--- src/rtl/branch_resolve_ctrl_if.sv ---
// Signal bundle between the ID-stage branch controller and the pipeline.
// Optional statistics outputs appear when BRANCH_STATS_EN is defined.
interface branch_resolve_ctrl_if;
    logic       id_beq;
    logic       id_bne;
    logic [4:0] id_rs;
    logic [4:0] id_rt;
    logic       ex_reg_write;
    logic       ex_mem_read;
    logic [4:0] ex_rd;
    logic       mem_reg_write;
    logic       mem_mem_read;
    logic [4:0] mem_rd;
    logic       wb_reg_write;
    logic [4:0] wb_rd;
    logic       cmp_equal;
    logic [1:0] fwd_a_sel;
    logic [1:0] fwd_b_sel;
    logic       stall;
    logic       pc_src;
    logic       if_flush;
`ifdef BRANCH_STATS_EN
    logic [15:0] stat_taken;
    logic [15:0] stat_not_taken;
    logic [15:0] stat_stall_cycles;
`endif

    // Controller side
    modport slave (
        input  id_beq, id_bne, id_rs, id_rt,
        input  ex_reg_write, ex_mem_read, ex_rd,
        input  mem_reg_write, mem_mem_read, mem_rd,
        input  wb_reg_write, wb_rd, cmp_equal,
        output fwd_a_sel, fwd_b_sel, stall, pc_src, if_flush
`ifdef BRANCH_STATS_EN
        , output stat_taken, stat_not_taken, stat_stall_cycles
`endif
    );

    // Pipeline side
    modport master (
        output id_beq, id_bne, id_rs, id_rt,
        output ex_reg_write, ex_mem_read, ex_rd,
        output mem_reg_write, mem_mem_read, mem_rd,
        output wb_reg_write, wb_rd, cmp_equal,
        input  fwd_a_sel, fwd_b_sel, stall, pc_src, if_flush
`ifdef BRANCH_STATS_EN
        , input stat_taken, stat_not_taken, stat_stall_cycles
`endif
    );
endinterface

--- src/rtl/branch_resolve_ctrl.sv ---
// ID-stage branch controller: hazard stall sequencing, comparator operand
// forwarding select, PC redirect and IF/ID flush for beq/bne.
// Optional macro BRANCH_STATS_EN adds saturating taken/not-taken/stall counters.
//
// state   | meaning
// --------+-----------------------------------------------------------
// IDLE    | no stall pending; independent branches resolve here
// STALL   | extra bubble for a load in EX (cnt counts remaining bubbles)
// RESOLVE | operands now reachable via forwarding; sample comparator
module branch_resolve_ctrl (
    input  logic                    clk,
    input  logic                    rst_n,
    branch_resolve_ctrl_if.slave    bus
);
    typedef enum logic [1:0] {
        ST_IDLE    = 2'd0,
        ST_STALL   = 2'd1,
        ST_RESOLVE = 2'd2
    } state_t;

    state_t     r_state;
    state_t     w_state_nxt;
    logic [1:0] r_cnt;
    logic [1:0] w_cnt_nxt;
    logic       w_branch;
    logic       w_ex_match;
    logic       w_mem_match;
    logic [1:0] w_need;
    logic       w_stall;
    logic       w_resolve;
    logic       w_pc_src;

    function automatic logic f_match(input logic [4:0] rd, input logic [4:0] rs,
                                     input logic [4:0] rt);
        return (rd != 5'd0) && ((rd == rs) || (rd == rt));
    endfunction

    // Register 0 never forwards; EX/MEM ALU results win over WB data.
    function automatic logic [1:0] f_fwd(input logic [4:0] src,
                                         input logic mem_rw, input logic mem_mr,
                                         input logic [4:0] mem_rd,
                                         input logic wb_rw, input logic [4:0] wb_rd);
        if (mem_rw && !mem_mr && (mem_rd != 5'd0) && (mem_rd == src))
            return 2'b01;
        else if (wb_rw && (wb_rd != 5'd0) && (wb_rd == src))
            return 2'b10;
        else
            return 2'b00;
    endfunction

    assign w_branch    = bus.id_beq | bus.id_bne;
    assign w_ex_match  = f_match(bus.ex_rd, bus.id_rs, bus.id_rt);
    assign w_mem_match = f_match(bus.mem_rd, bus.id_rs, bus.id_rt);

    // Bubbles needed before the comparator operands become forwardable.
    always_comb begin
        w_need = 2'd0;
        if (bus.ex_reg_write && bus.ex_mem_read && w_ex_match)
            w_need = 2'd2;
        else if (bus.ex_reg_write && w_ex_match)
            w_need = 2'd1;
        else if (bus.mem_mem_read && w_mem_match)
            w_need = 2'd1;
    end

    // Next-state, counter and stall/resolve decode.
    always_comb begin
        w_state_nxt = r_state;
        w_cnt_nxt   = r_cnt;
        w_stall     = 1'b0;
        w_resolve   = 1'b0;
        case (r_state)
            ST_IDLE: begin
                if (w_branch) begin
                    if (w_need == 2'd0) begin
                        w_resolve = 1'b1;
                    end else begin
                        w_stall     = 1'b1;
                        w_cnt_nxt   = w_need - 2'd1;
                        w_state_nxt = (w_need == 2'd1) ? ST_RESOLVE : ST_STALL;
                    end
                end
            end
            ST_STALL: begin
                if (!w_branch) begin
                    w_state_nxt = ST_IDLE;
                    w_cnt_nxt   = 2'd0;
                end else begin
                    w_stall   = 1'b1;
                    w_cnt_nxt = (r_cnt != 2'd0) ? r_cnt - 2'd1 : 2'd0;
                    if (r_cnt <= 2'd1)
                        w_state_nxt = ST_RESOLVE;
                end
            end
            ST_RESOLVE: begin
                w_state_nxt = ST_IDLE;
                w_cnt_nxt   = 2'd0;
                w_resolve   = w_branch;
            end
            default: begin
                w_state_nxt = ST_IDLE;
                w_cnt_nxt   = 2'd0;
            end
        endcase
        // Outputs must read zero as soon as reset is applied, even mid-stall.
        if (!rst_n) begin
            w_stall   = 1'b0;
            w_resolve = 1'b0;
        end
    end

    assign w_pc_src      = w_resolve & (bus.cmp_equal ^ bus.id_bne);
    assign bus.stall     = w_stall;
    assign bus.pc_src    = w_pc_src;
    assign bus.if_flush  = w_pc_src;
    assign bus.fwd_a_sel = w_resolve ? f_fwd(bus.id_rs, bus.mem_reg_write, bus.mem_mem_read,
                                             bus.mem_rd, bus.wb_reg_write, bus.wb_rd) : 2'b00;
    assign bus.fwd_b_sel = w_resolve ? f_fwd(bus.id_rt, bus.mem_reg_write, bus.mem_mem_read,
                                             bus.mem_rd, bus.wb_reg_write, bus.wb_rd) : 2'b00;

    // State and stall counter registers.
    always_ff @(posedge clk or negedge rst_n) begin
        if (!rst_n) begin
            r_state <= ST_IDLE;
            r_cnt   <= 2'd0;
        end else begin
            r_state <= w_state_nxt;
            r_cnt   <= w_cnt_nxt;
        end
    end

`ifdef BRANCH_STATS_EN
    logic [15:0] r_stat_taken;
    logic [15:0] r_stat_not_taken;
    logic [15:0] r_stat_stall;

    // Saturating event counters; cleared only by reset.
    always_ff @(posedge clk or negedge rst_n) begin
        if (!rst_n) begin
            r_stat_taken     <= 16'd0;
            r_stat_not_taken <= 16'd0;
            r_stat_stall     <= 16'd0;
        end else begin
            if (w_resolve && w_pc_src && (r_stat_taken != 16'hFFFF))
                r_stat_taken <= r_stat_taken + 16'd1;
            if (w_resolve && !w_pc_src && (r_stat_not_taken != 16'hFFFF))
                r_stat_not_taken <= r_stat_not_taken + 16'd1;
            if (w_stall && (r_stat_stall != 16'hFFFF))
                r_stat_stall <= r_stat_stall + 16'd1;
        end
    end

    assign bus.stat_taken        = r_stat_taken;
    assign bus.stat_not_taken    = r_stat_not_taken;
    assign bus.stat_stall_cycles = r_stat_stall;
`endif
endmodule

--- src/flat_wrapper.sv ---
// flat-port wrapper written by rule: the top's interface ports become plain ports
module branch_resolve_ctrl_flat 
  (clk, rst_n, bus_id_beq, bus_id_bne, bus_id_rs, bus_id_rt, bus_ex_reg_write, bus_ex_mem_read, bus_ex_rd, bus_mem_reg_write, bus_mem_mem_read, bus_mem_rd, bus_wb_reg_write, bus_wb_rd, bus_cmp_equal, bus_fwd_a_sel, bus_fwd_b_sel, bus_stall, bus_pc_src, bus_if_flush);
  branch_resolve_ctrl_if bus_i ();
  input  logic clk;
  input  logic rst_n;
  input wire logic [$bits(bus_i.id_beq)-1:0] bus_id_beq;
  input wire logic [$bits(bus_i.id_bne)-1:0] bus_id_bne;
  input wire logic [$bits(bus_i.id_rs)-1:0] bus_id_rs;
  input wire logic [$bits(bus_i.id_rt)-1:0] bus_id_rt;
  input wire logic [$bits(bus_i.ex_reg_write)-1:0] bus_ex_reg_write;
  input wire logic [$bits(bus_i.ex_mem_read)-1:0] bus_ex_mem_read;
  input wire logic [$bits(bus_i.ex_rd)-1:0] bus_ex_rd;
  input wire logic [$bits(bus_i.mem_reg_write)-1:0] bus_mem_reg_write;
  input wire logic [$bits(bus_i.mem_mem_read)-1:0] bus_mem_mem_read;
  input wire logic [$bits(bus_i.mem_rd)-1:0] bus_mem_rd;
  input wire logic [$bits(bus_i.wb_reg_write)-1:0] bus_wb_reg_write;
  input wire logic [$bits(bus_i.wb_rd)-1:0] bus_wb_rd;
  input wire logic [$bits(bus_i.cmp_equal)-1:0] bus_cmp_equal;
  output wire logic [$bits(bus_i.fwd_a_sel)-1:0] bus_fwd_a_sel;
  output wire logic [$bits(bus_i.fwd_b_sel)-1:0] bus_fwd_b_sel;
  output wire logic [$bits(bus_i.stall)-1:0] bus_stall;
  output wire logic [$bits(bus_i.pc_src)-1:0] bus_pc_src;
  output wire logic [$bits(bus_i.if_flush)-1:0] bus_if_flush;
  assign bus_i.id_beq = bus_id_beq;
  assign bus_i.id_bne = bus_id_bne;
  assign bus_i.id_rs = bus_id_rs;
  assign bus_i.id_rt = bus_id_rt;
  assign bus_i.ex_reg_write = bus_ex_reg_write;
  assign bus_i.ex_mem_read = bus_ex_mem_read;
  assign bus_i.ex_rd = bus_ex_rd;
  assign bus_i.mem_reg_write = bus_mem_reg_write;
  assign bus_i.mem_mem_read = bus_mem_mem_read;
  assign bus_i.mem_rd = bus_mem_rd;
  assign bus_i.wb_reg_write = bus_wb_reg_write;
  assign bus_i.wb_rd = bus_wb_rd;
  assign bus_i.cmp_equal = bus_cmp_equal;
  assign bus_fwd_a_sel = bus_i.fwd_a_sel;
  assign bus_fwd_b_sel = bus_i.fwd_b_sel;
  assign bus_stall = bus_i.stall;
  assign bus_pc_src = bus_i.pc_src;
  assign bus_if_flush = bus_i.if_flush;
  branch_resolve_ctrl u_core (.clk(clk), .rst_n(rst_n), .bus(bus_i));
endmodule
--- config.mk ---
export PLATFORM = sky130hd
export DESIGN_NAME = branch_resolve_ctrl_flat
export DESIGN_NICKNAME = d
export VERILOG_FILES = /design/src/rtl/branch_resolve_ctrl_if.sv /design/src/rtl/branch_resolve_ctrl.sv /design/src/flat_wrapper.sv
export SDC_FILE = /design/constraint.sdc
export NUM_CORES = 1
export LEC_CHECK = 0
export CORE_MARGIN = 4
export CORE_UTILIZATION = 38
export CTS_CLUSTER_DIAMETER = 150
export DETAILED_ROUTE_END_ITERATION = 16
export MAX_ROUTING_LAYER = met4
export PLACE_DENSITY = 0.8
export SLEW_MARGIN = 30
export SYNTH_ARGS = -nofsm -noshare
export SYNTH_HDL_FRONTEND = slang
export SYNTH_SLANG_ARGS = --single-unit
--- constraint.sdc ---
create_clock -name clk -period 1.64 [get_ports clk]
set_input_delay 0.246 -clock clk [delete_from_list [all_inputs] [get_ports clk]]
set_output_delay 0.246 -clock clk [all_outputs]
set_load 0.05 [all_outputs]
* Word level (Yosys, flattened, before mapping)
Index checks and enable logic that the tools add are counted.
** Cells by class
- Shift operators :: 0
- Add/subtract/negate cells :: 2
- Reductions and logical operators :: 24
- Magnitude comparators :: 1
- Divide/modulo/power cells :: 0
- Multiplexer cells :: 29
- Eq/ne operators :: 12
- Bitwise gates (word level) :: 3
- $mul :: 0
** Operators by type and width (number)
- 2-bit 2-to-1 mux :: 17
- 5-bit equality test :: 6
- 5-bit nonzero test :: 3
- 1-bit logical AND :: 13
- 1-bit 2-to-1 mux :: 8
- 2-bit one-hot mux with 2 select lines :: 2
- 2-bit by 1-bit equality test with 1-bit output (second input constant) :: 2
- 2-bit zero test :: 2
- 1-bit one-hot mux with 2 select lines :: 2
- 2-bit by 1-bit subtractor with 2-bit output (second input constant) :: 2
- 3-bit != test (second input constant) :: 1
- 3-bit AND reduction :: 1
- 2-bit equality test (second input constant) :: 1
- 2-bit by 1-bit less-or-equal comparator with 1-bit output (second input constant) :: 1
- 1-bit logical OR :: 2
- 2-bit by 1-bit != test with 1-bit output (second input constant) :: 1
- 2-bit != test (second input constant) :: 1
- 2-bit AND reduction :: 1
- 2-bit nonzero test :: 1
- 1-bit bitwise AND :: 1
- 1-bit zero test :: 1
- 1-bit OR :: 1
- 1-bit bitwise XOR :: 1
** Word-level totals
- Output and inout port bits :: 7
- Logic and storage cells :: 73
- Latch bits :: 0
- Memory bits (writable) :: 0
- ROM bits :: 0
- Memories kept :: 0
- Input bits :: 35
- Register bits :: 4

* Longest topological paths before layout
Gate-level depths: netlist (run 1).
- Depth after elaboration :: 13
- Depth in mapped cells :: 7
- Depth with buffers taken out :: 6

* Worst setup path after synthesis (run 1)
No wires, ideal clock.
- Path type :: input port to output port
- Start :: input bus_ex_rd[0]
- End :: output bus_fwd_a_sel[0]
- Stages :: 5
- Required time :: 1.394 ns
- Path buffers :: 0
- Arrival time :: 2.259 ns
- Path slack :: -0.865 ns
- Cells stage by stage :: or4_4 -> o21ai_2 -> a21o_2 -> a21oi_2 -> nor3b_1
** On the way
- Cells in the longest elaborated chain, start to end :: 12
- Elaborated cells on any way between the ends :: 15
- Classes of those cells :: 2 x eq/ne; 7 x mux; 6 x reduce/logical
** Ends and longest elaborated chain
- from (decl) :: line flat_wrapper.sv:13 : input wire logic [$bits(bus_i.ex_rd)-1:0] bus_ex_rd;
- 5-bit equality test :: line branch_resolve_ctrl.sv:35 : return (rd != 5'd0) && ((rd == rs) || (rd == rt));
- 1-bit logical OR :: line branch_resolve_ctrl.sv:35
- 1-bit logical AND * :: line branch_resolve_ctrl.sv:35
- 1-bit logical AND :: line branch_resolve_ctrl.sv:60 : else if (bus.ex_reg_write && w_ex_match)
- 2-bit 2-to-1 mux :: line branch_resolve_ctrl.sv:60
- 2-bit 2-to-1 mux * :: line branch_resolve_ctrl.sv:58 : if (bus.ex_reg_write && bus.ex_mem_read && w_ex_match)
- 2-bit zero test * :: line branch_resolve_ctrl.sv:75 : if (w_need == 2'd0) begin
- 1-bit 2-to-1 mux * :: line branch_resolve_ctrl.sv:75
- 1-bit 2-to-1 mux * :: line branch_resolve_ctrl.sv:74 : if (w_branch) begin
- 1-bit one-hot mux with 2 select lines * :: line branch_resolve_ctrl.sv:72 : case (r_state)
- 1-bit 2-to-1 mux * :: line branch_resolve_ctrl.sv:106 : if (!rst_n) begin
- 2-bit 2-to-1 mux * :: line branch_resolve_ctrl.sv:116 : assign bus.fwd_a_sel = w_resolve ? f_fwd(bus.id_rs, bus.mem_reg_write, bus.mem_mem_read,
- to (decl) :: line flat_wrapper.sv:20 : output wire logic [$bits(bus_i.fwd_a_sel)-1:0] bus_fwd_a_sel;
Mark *: on every way between the ends. The rest lies on a longest branch, timed or not.

* Worst setup path in the final report (run 1)
- Start :: input bus_id_rt[3]
- End :: output bus_fwd_a_sel[0]
** On the way
- Cells in the longest elaborated chain, start to end :: 13
- Elaborated cells on any way between the ends :: 18
- Classes of those cells :: 2 x eq/ne; 8 x mux; 8 x reduce/logical
** Ends and longest elaborated chain
- from (decl) :: line flat_wrapper.sv:10 : input wire logic [$bits(bus_i.id_rt)-1:0] bus_id_rt;
- 5-bit equality test :: line branch_resolve_ctrl.sv:35
- 1-bit logical OR :: line branch_resolve_ctrl.sv:35
- 1-bit logical AND :: line branch_resolve_ctrl.sv:35
- 1-bit logical AND :: line branch_resolve_ctrl.sv:62 : else if (bus.mem_mem_read && w_mem_match)
- 1-bit 2-to-1 mux :: line branch_resolve_ctrl.sv:62
- 2-bit 2-to-1 mux :: line branch_resolve_ctrl.sv:60
- 2-bit 2-to-1 mux * :: line branch_resolve_ctrl.sv:58
- 2-bit zero test * :: line branch_resolve_ctrl.sv:75
- 1-bit 2-to-1 mux * :: line branch_resolve_ctrl.sv:75
- 1-bit 2-to-1 mux * :: line branch_resolve_ctrl.sv:74
- 1-bit one-hot mux with 2 select lines * :: line branch_resolve_ctrl.sv:72
- 1-bit 2-to-1 mux * :: line branch_resolve_ctrl.sv:106
- 2-bit 2-to-1 mux * :: line branch_resolve_ctrl.sv:116
Marks and branches as above.

==> results of run 1 <==
per-stage QoR:
step,instances,util [%]
final,194,90.95
after global routing,194,90.95
after CTS,192,88.00
after detailed placement,186,84.35
after global placement,186,84.35
after floorplan,96,-
worst max-delay path by stage:
stage               cells past startpoint               end  slack (ns)
finish                                  9  bus_fwd_a_sel[0]       -0.42
floorplan                               5  bus_fwd_b_sel[1]       -0.28
global placement                        8  bus_fwd_a_sel[1]       -0.70
detailed placement                      8  bus_fwd_a_sel[0]       -0.73
CTS                                     7  bus_fwd_b_sel[1]       -0.41
global route                            9  bus_fwd_b_sel[0]       -0.45
timing repair:
item,4_1_cts,5_1_grt
endpoints found under the setup margin,11,8
gates resized for setup,103,9
buffers inserted,6,2
pin swaps,22,10
endpoints found under the hold margin,0,0
flip-flops by register name, indices dropped and copies added, names as in the netlist:
register	cells
u_core.r_state	2
u_core.r_cnt	2
per-layer routing:
metal  global-route usage [%]  vias up  part of all wire (%)
met5                        -        -                     0
met2                    48.33       87                    50
met4                    11.79        0                   4.4
met1                    30.31      521                    39
met3                    6.590       28                   7.4
li1                         -      485                     -
worst reg2reg max path: cells and delay by family, from the launching register on:
family                 cells  cell delay, ns
AOI/OAI and AO/OA          3            0.69
buffers and inverters      1            0.17
DFF                        1            0.37
and+or+nand+nor            2            0.18
power by group through the flow:
stage                     clock network [mW]  registers, mW  logic (mW)
after global placement                     0          0.114       0.350
after global routing                   0.136          0.116       0.431
after detailed placement                   0          0.114       0.367
after CTS                              0.125          0.113       0.375
after floorplan                            0          0.113       0.152
final                                  0.132          0.115       0.413
layout by cell type, fill, tap and decap left out, types with 4 or more instances in the layout:
master / netlist / layout
sky130_fd_sc_hd__buf_12: 0 / 8
sky130_fd_sc_hd__buf_2: 0 / 7
sky130_fd_sc_hd__buf_4: 1 / 29
sky130_fd_sc_hd__buf_6: 0 / 10
sky130_fd_sc_hd__clkdlybuf4s50_1: 0 / 9
sky130_fd_sc_hd__dfrtp_1: 4 / 4
sky130_fd_sc_hd__dlymetal6s2s_1: 0 / 4
sky130_fd_sc_hd__nand2_1: 7 / 7
sky130_fd_sc_hd__nand3_1: 5 / 5
sky130_fd_sc_hd__nor3_1: 8 / 5
sky130_fd_sc_hd__xnor2_1: 12 / 9
sky130_fd_sc_hd__xor2_1: 19 / 18
final cells by class:
| type | count | area, um^2 | share of cell area [%] |
|---|---|---|---|
| timing repair buffer | 72 | 714.4 | 44.06 |
| inverter | 2 | 7.507 | 0.4630 |
| clock buffer | 3 | 22.52 | 1.389 |
| tap | 25 | 31.28 | 1.929 |
| sequential | 4 | 100.1 | 6.173 |
| multi-input combinational | 88 | 745.7 | 45.99 |
cells by family after synthesis:
kind of cell | after synthesis | share of synthesized area, %
AO/OA/AOI/OAI | 15 | 14.65
XOR/XNOR | 31 | 36.97
buffers and inverters | 4 | 2.556
flip-flops | 4 | 13.63
AND/OR/NAND/NOR | 42 | 32.20
==> implementation parameters, run 1 <==
Parameter                              Value

Synth
  Flip-flop and latch count after synthesis ... 4
  Proportion of synthesized chip area in sequential cells ... around 14%
  Fraction of post-synthesis cell area in the top cell type by area ... 22.66%
  Area of the mapped netlist ... 734.5 um^2
  Net count of the mapped netlist ... approximately 130
  Distinct cells, synth ... 31
  Async set or reset register ratio after synthesis ... 100.0%
  Count of mapped cells out of synthesis ... between 90 and 100
  Leading cell types by total area after synthesis ... sky130_fd_sc_hd__xor2_1, sky130_fd_sc_hd__xnor2_1, sky130_fd_sc_hd__dfrtp_1
  Yosys synthesis warning count ... 0
  Dominant cell type by area after synthesis ... sky130_fd_sc_hd__xor2_1
  EDFF count, synth ... 0
  Commonest cells post-synth ... sky130_fd_sc_hd__xor2_1, sky130_fd_sc_hd__xnor2_1, sky130_fd_sc_hd__nor2_1, sky130_fd_sc_hd__nor3_1, sky130_fd_sc_hd__nand2_1
  Flip-flop cell with the highest count after synthesis ... sky130_fd_sc_hd__dfrtp_1
  Post-Synthesis Mean Instance Area ... between 7 and 8 um^2
  Most repeated cell in the gate-level netlist after synthesis ... sky130_fd_sc_hd__xor2_1

Power
  Int Pwr ... 404.3 uW
  Part of the total power dissipated in combinational logic ... between 60% and 70%
  Max IR drop VDD ... 0.0005603 V
  Fraction of power spent switching nets ... between 30 and 40%
  NetSw ... around 260 uW
  Part of the total power dissipated in the clock network ... between 15 and 20%
  Leakage dissipation ... about 0.7 nW
  Part of the total power dissipated in sequential elements ... around 18%
  Total chip power ... around 660 uW
  Power density of the placed cells ... 407.3 nW/um^2

CTS
  Quantity of hold-fixing buffers added after cts ... 0
  Total CTS buffers ... 3
  Clock latency on the worst-skew pair ... 0.25 ns
  CTS H-tree lvls ... 1
  Sink Count ... 4
  Post-CTS clock slew at the launch and capture registers of the worst setup and hold paths ... ~0.050 ns
  Maximum count of clock buffers along a single path ... 2
  Clock root buffer master ... sky130_fd_sc_hd__clkbuf_4
  Clock tree from TritonCTS ... done

Critical path
  Nature of the critical path startpoint ... primary input
  Signal arrival time at the worst endpoint ... approximately 1.8 ns
  Required time worst endpoint ... about 1.4 ns
  Setup slack, reg-to-reg ... about 0.16 ns
  Crit Path Max Fanout ... 5
  Crit Reg-Reg Startpoint ... u_core.r_state[0]
  Slowest cell delay on critical path ... between 0.3 and 0.4 ns
  Worst path cell trace ... buf_8, xor2_1, nor3_1, nand3_1, a21o_1, a21oi_4, buf_12, nor3b_4, buf_12
  Critical path start-end classification ... in2out
  Capture point of the worst reg-to-reg path ... u_core.r_cnt[0]
  Worst path slowest cell ... sky130_fd_sc_hd__nor3_1
  Type of element capturing the critical path ... output pin
  Critical path launch point ... bus_id_rt[3]
  Count of cells along the worst register-to-register path ... 6
  Critical path buffer and inverter count ... 3
  Cell class contributing the biggest share of worst-path delay ... simple AND/OR/NAND/NOR gates
  Cell with the most instances on the worst path ... sky130_fd_sc_hd__buf_12

Floorplanning
  Initial core utilization ... approximately 41%
  Area inside the core boundary ... approximately 1800 um^2
  Die Footprint ... 2700 um^2
  Overall die height ... 51.97 um
  Count of standard-cell rows ... 15
  Count of pins on the block boundary ... 42
  Chip width ... a little over 50 um

STA
  Final Worst Setup Slack ... -0.4177 ns
  Minimum clock period ... 2.058 ns
  Final setup violating endpoints ... 10
  Post-route worst hold slack ... approximately 0.3 ns
  Maximum operating frequency ... 486.0 MHz
  Final clock skew ... between 0.01 and 0.015 ns
  Sum of negative setup slack ... -3.318 ns
  Max-slew violation total from the final report ... 0
  RSZ-0062 raised after global routing ... true
  Rel. slew slack ... 75.64%
  Crit share post-route ... 125.5%
  Tightest Pin Transition ... between 0.3 and 0.4 ns
  Final Hold Fails ... 0

Place
  Post-place instance area ... 1504 um^2
  Weighted congestion at the end of routability-driven global placement ... around 0.90
  Number of port buffers ... between 40 and 50
  Worst slack at placement ... -0.7327 ns
  Post-DP HPWL ... 2.735 mm

GRT
  Gr ovfl total ... 0
  Vias in the first global route ... around 1100
  Maximum number of pins on one net before global-route repair ... 9
  Wire length of the first global-routing pass ... 5.354 mm
  Initial antenna violation count ... 0
  Total GRT Usage ... between 20% and 30%

Detailed routing
  First-pass iteration count of the detailed router ... 4
  Total Routed Length ... approximately 4.2 mm
  Total via count in the routed design ... 1121
  Count of routing violations after the opening detailed-route iteration ... 70
  Number of DRC violations after detailed routing ... 0
  Routed vias/inst ... a little under 6
  Antenna Violating Nets Remaining ... 0
  Routed len/inst ... 21.40 um

Cells and area
  Final-stage net count ... ~210
  Post-route cell area ... 1622 um^2
  Diodes inserted ... 0
  Proportion of layout cells with a drive suffix above 1 ... 49.70%
  Layout filler cell count ... 73
  Signed area change from the synthesized netlist to the final layout ... 120.8%

Job
  Max_cap viols ... 0

Min path
  Type of the most critical hold path ... in2async

Run status
  Violations in the final reports ... setup timing
  Run status ... complete, but fails checks
Note: power is estimated with default switching activity, not from simulation.
==> inputs of run 2 (changes only) <==
- CORE_MARGIN: 4 -> 2
- SKIP_CTS_REPAIR_TIMING: default -> 1
==> run 2 against run 1 <==
Sequential power is essentially flat. Routed wire length shrank 19%. Fmax shrank 1.2%. Sequential cell count is the same. Via count shrank 5.8%. The flow still finishes with violations (setup timing). Sequential share of layout area grew 0.17 points. Die area shrank 15%. First-iteration DRC count shrank 73%. Register-to-register slack gained 0.17 ns.
==> implementation parameters, run 2 (synthesized netlist as in run 1, its figures left out) <==
Parameter                              Value

Run status
  Run status ... complete, but fails checks
  Violations in the final reports ... setup timing

Floorplanning
  Count of pins on the block boundary ... 42 (unchanged)
  Count of standard-cell rows ... 15 (unchanged)
  Die Footprint ... 2301 um^2 (-15%)
  Overall die height ... 47.97 um (-7.7%)
  Area inside the core boundary ... 1764 um^2 (-1.1%)
  Initial core utilization ... 41.63% (+0.44 points)
  Chip width ... 47.97 um (-7.7%)

Power
  Total chip power ... 608.2 uW (-7.9%)
  Max IR drop VDD ... 0.0005971 V (+6.6%)
  Power density of the placed cells ... 385.5 nW/um^2 (-5.3%)
  Part of the total power dissipated in sequential elements ... 18.7% (+1.2 points)
  Int Pwr ... 387.4 uW (-4.2%)
  NetSw ... 220.8 uW (-14%)
  Part of the total power dissipated in combinational logic ... 61.3% (-1.3 points)
  Leakage dissipation ... 0.7476 nW (+5.2%)
  Part of the total power dissipated in the clock network ... 20.0% (about the same)
  Fraction of power spent switching nets ... 36.30% (-2.5 points)

Place
  Number of placed cells counting well taps ... 186 (unchanged)
  Weighted congestion at the end of routability-driven global placement ... 0.8516 (-4.9%)
  Number of port buffers ... 41 (unchanged)
  Post-DP HPWL ... 2.378 mm (-13%)

GRT
  Maximum number of pins on one net before global-route repair ... 9 (unchanged)
  Total GRT Usage ... 26.49% (-1.4 points)
  Vias in the first global route ... 978 (-15%)
  Wire length of the first global-routing pass ... 4.057 mm (-24%)
  Initial antenna violation count ... 0 (unchanged)
  Gr ovfl total ... 0 (unchanged)

Detailed routing
  Routed vias/inst ... 5.500 (-4.8%)
  First-pass iteration count of the detailed router ... 4 (unchanged)
  Count of routing violations after the opening detailed-route iteration ... 19 (-73%)
  Routed len/inst ... 17.55 um (-18%)
  Metal2 WL ... 1.687 mm (-18%)
  Uppermost layer routed ... met4
  Total via count in the routed design ... 1056 (-5.8%)
  Total Routed Length ... 3.370 mm (-19%)
  Antenna Violating Nets Remaining ... 0 (unchanged)
  Wire length on met1 ... 1.286 mm (-20%)
  Met3 wire length ... 203 um (-34%)
  Number of DRC violations after detailed routing ... 0 (unchanged)

CTS
  Clock root buffer master ... sky130_fd_sc_hd__clkbuf_4
  Sink Count ... 4 (unchanged)
  Clock latency on the worst-skew pair ... 0.24 ns (about the same)
  Maximum count of clock buffers along a single path ... 2 (unchanged)
  CTS H-tree lvls ... 1 (unchanged)
  Clock tree from TritonCTS ... done
  Post-CTS clock slew at the launch and capture registers of the worst setup and hold paths ... 0.04 ns (about the same)
  Total CTS buffers ... 3 (unchanged)

Critical path
  Critical path start-end classification ... in2out
  Crit Path Max Fanout ... 5 (unchanged)
  Count of cells along the worst register-to-register path ... 6 (unchanged)
  Worst path cell trace ... buf_8, or4_4, o21ai_2, a21o_2, a21oi_4, nor4_4, buf_12
  Signal arrival time at the worst endpoint ... 1.84 ns (+0.03 ns)
  Nature of the critical path startpoint ... primary input
  Type of element capturing the critical path ... output pin
  Slowest cell delay on critical path ... 0.53 ns (+0.20 ns)
  Required time worst endpoint ... 1.39 ns (about the same)
  Worst path slowest cell ... sky130_fd_sc_hd__or4_4

Cells and area
  Area occupied by registers ... 100.1 um^2 (unchanged)
  Diodes inserted ... 0 (unchanged)
  Proportion of layout cells with a drive suffix above 1 ... 41.32% (-8.4 points)
  Layout filler cell count ... 85 (+16%)
  Signed area change from the synthesized netlist to the final layout ... 114.8%
  Total area of multi-input combinational cells ... 703.2 um^2 (-5.7%)
  Final-stage net count ... 204 (-0.97%)
  Registers with the most flip-flops ... u_core.r_cnt x2, u_core.r_state x2
  Leading cell types in the layout, fill and taps excluded ... sky130_fd_sc_hd__buf_4, sky130_fd_sc_hd__xor2_1, sky130_fd_sc_hd__dlymetal6s2s_1, sky130_fd_sc_hd__xnor2_1, sky130_fd_sc_hd__clkdlybuf4s50_1
  Most common library cell in the layout ignoring fill and taps ... sky130_fd_sc_hd__buf_4
  Fin cells ... 192 (-1.0%)

STA
  RSZ-0062 raised after global routing ... true
  Crit share post-route ... 126.9% (+1.5 points)
  Final Hold Fails ... 0 (unchanged)
  Minimum clock period ... 2.082 ns (+0.02396 ns)
  Rel. slew slack ... 75.32% (-0.32 points)
  Tightest Pin Transition ... 0.3694 ns (+0.007737 ns)
  Final Worst Setup Slack ... -0.4417 ns (-0.02396 ns)
  Post-route worst hold slack ... 0.3228 ns (+0.01449 ns)
  Max-slew violation total from the final report ... 0 (unchanged)
  Final clock skew ... 0.005819 ns (-0.008206 ns)
  Final setup violating endpoints ... 7 (-3)
  Maximum operating frequency ... 480.4 MHz (-1.2%)

Min path
  Type of the most critical hold path ... in2async

Job
  Max_cap viols ... 0 (unchanged)
==> run 2: power by group through the flow <==
stage	Combinational (mW)	Sequential [mW]	Clock (mW)
2_1_floorplan	0.152	0.113	0
3_3_place_gp	0.343	0.114	0
6_report	0.373	0.114	0.121
4_1_cts	0.357	0.113	0.126
3_5_place_dp	0.355	0.115	0
5_1_grt	0.394	0.114	0.129
==> run 2: worst max-delay path, delay by kind of cell <==
family | cells | cell delay, ns
AO/OA/AOI/OAI | 3 | 0.43
AND/OR/NAND/NOR | 2 | 0.87
buffers and inverters | 2 | 0.28
==> run 2: routing by layer <==
| layer | GRT usage (%) | vias to the layer above |
|---|---|---|
| li1 | - | 482 |
| met1 | 26.62 | 490 |
| met2 | 47.47 | 65 |
| met3 | 7.925 | 19 |
| met4 | 10.27 | 0 |
| met5 | - | - |
==> run 2: area by class of cell <==
type,count,share of cell area (%)
repair buffers,70,45.20
inverters,2,0.4758
multi-input cells,88,44.57
flip-flops and latches,4,6.344
well taps,25,1.983
clock buffers,3,1.427
==> run 2: per-stage QoR <==
stage	setup TNS (ns)	area (um^2)	util (%)	worst slack [ns]
5_1_grt	-3.123	1578	89.43	-0.4678
6_report	-2.505	1578	89.43	-0.4417
3_3_place_gp	-6.011	1491	84.54	-0.6580
4_1_cts	-6.053	1514	85.82	-0.7678
3_5_place_dp	-6.871	1491	84.54	-0.7488
2_1_floorplan	-1.197	799.5	-	-0.2798
==> run 2: worst paths after layout <==
path / start / endpoint / slack [ns]
max reg2reg: u_core.r_state[0] / u_core.r_cnt[0] / 0.33
max in group asynchronous: rst_n / u_core.r_cnt[0] / 1.20
min in group clk: u_core.r_cnt[1] / u_core.r_cnt[1] / 0.56
min reg2reg: u_core.r_cnt[1] / u_core.r_cnt[1] / 0.56
max: bus_ex_rd[0] / bus_fwd_b_sel[1] / -0.44
min: rst_n / u_core.r_state[1] / 0.32
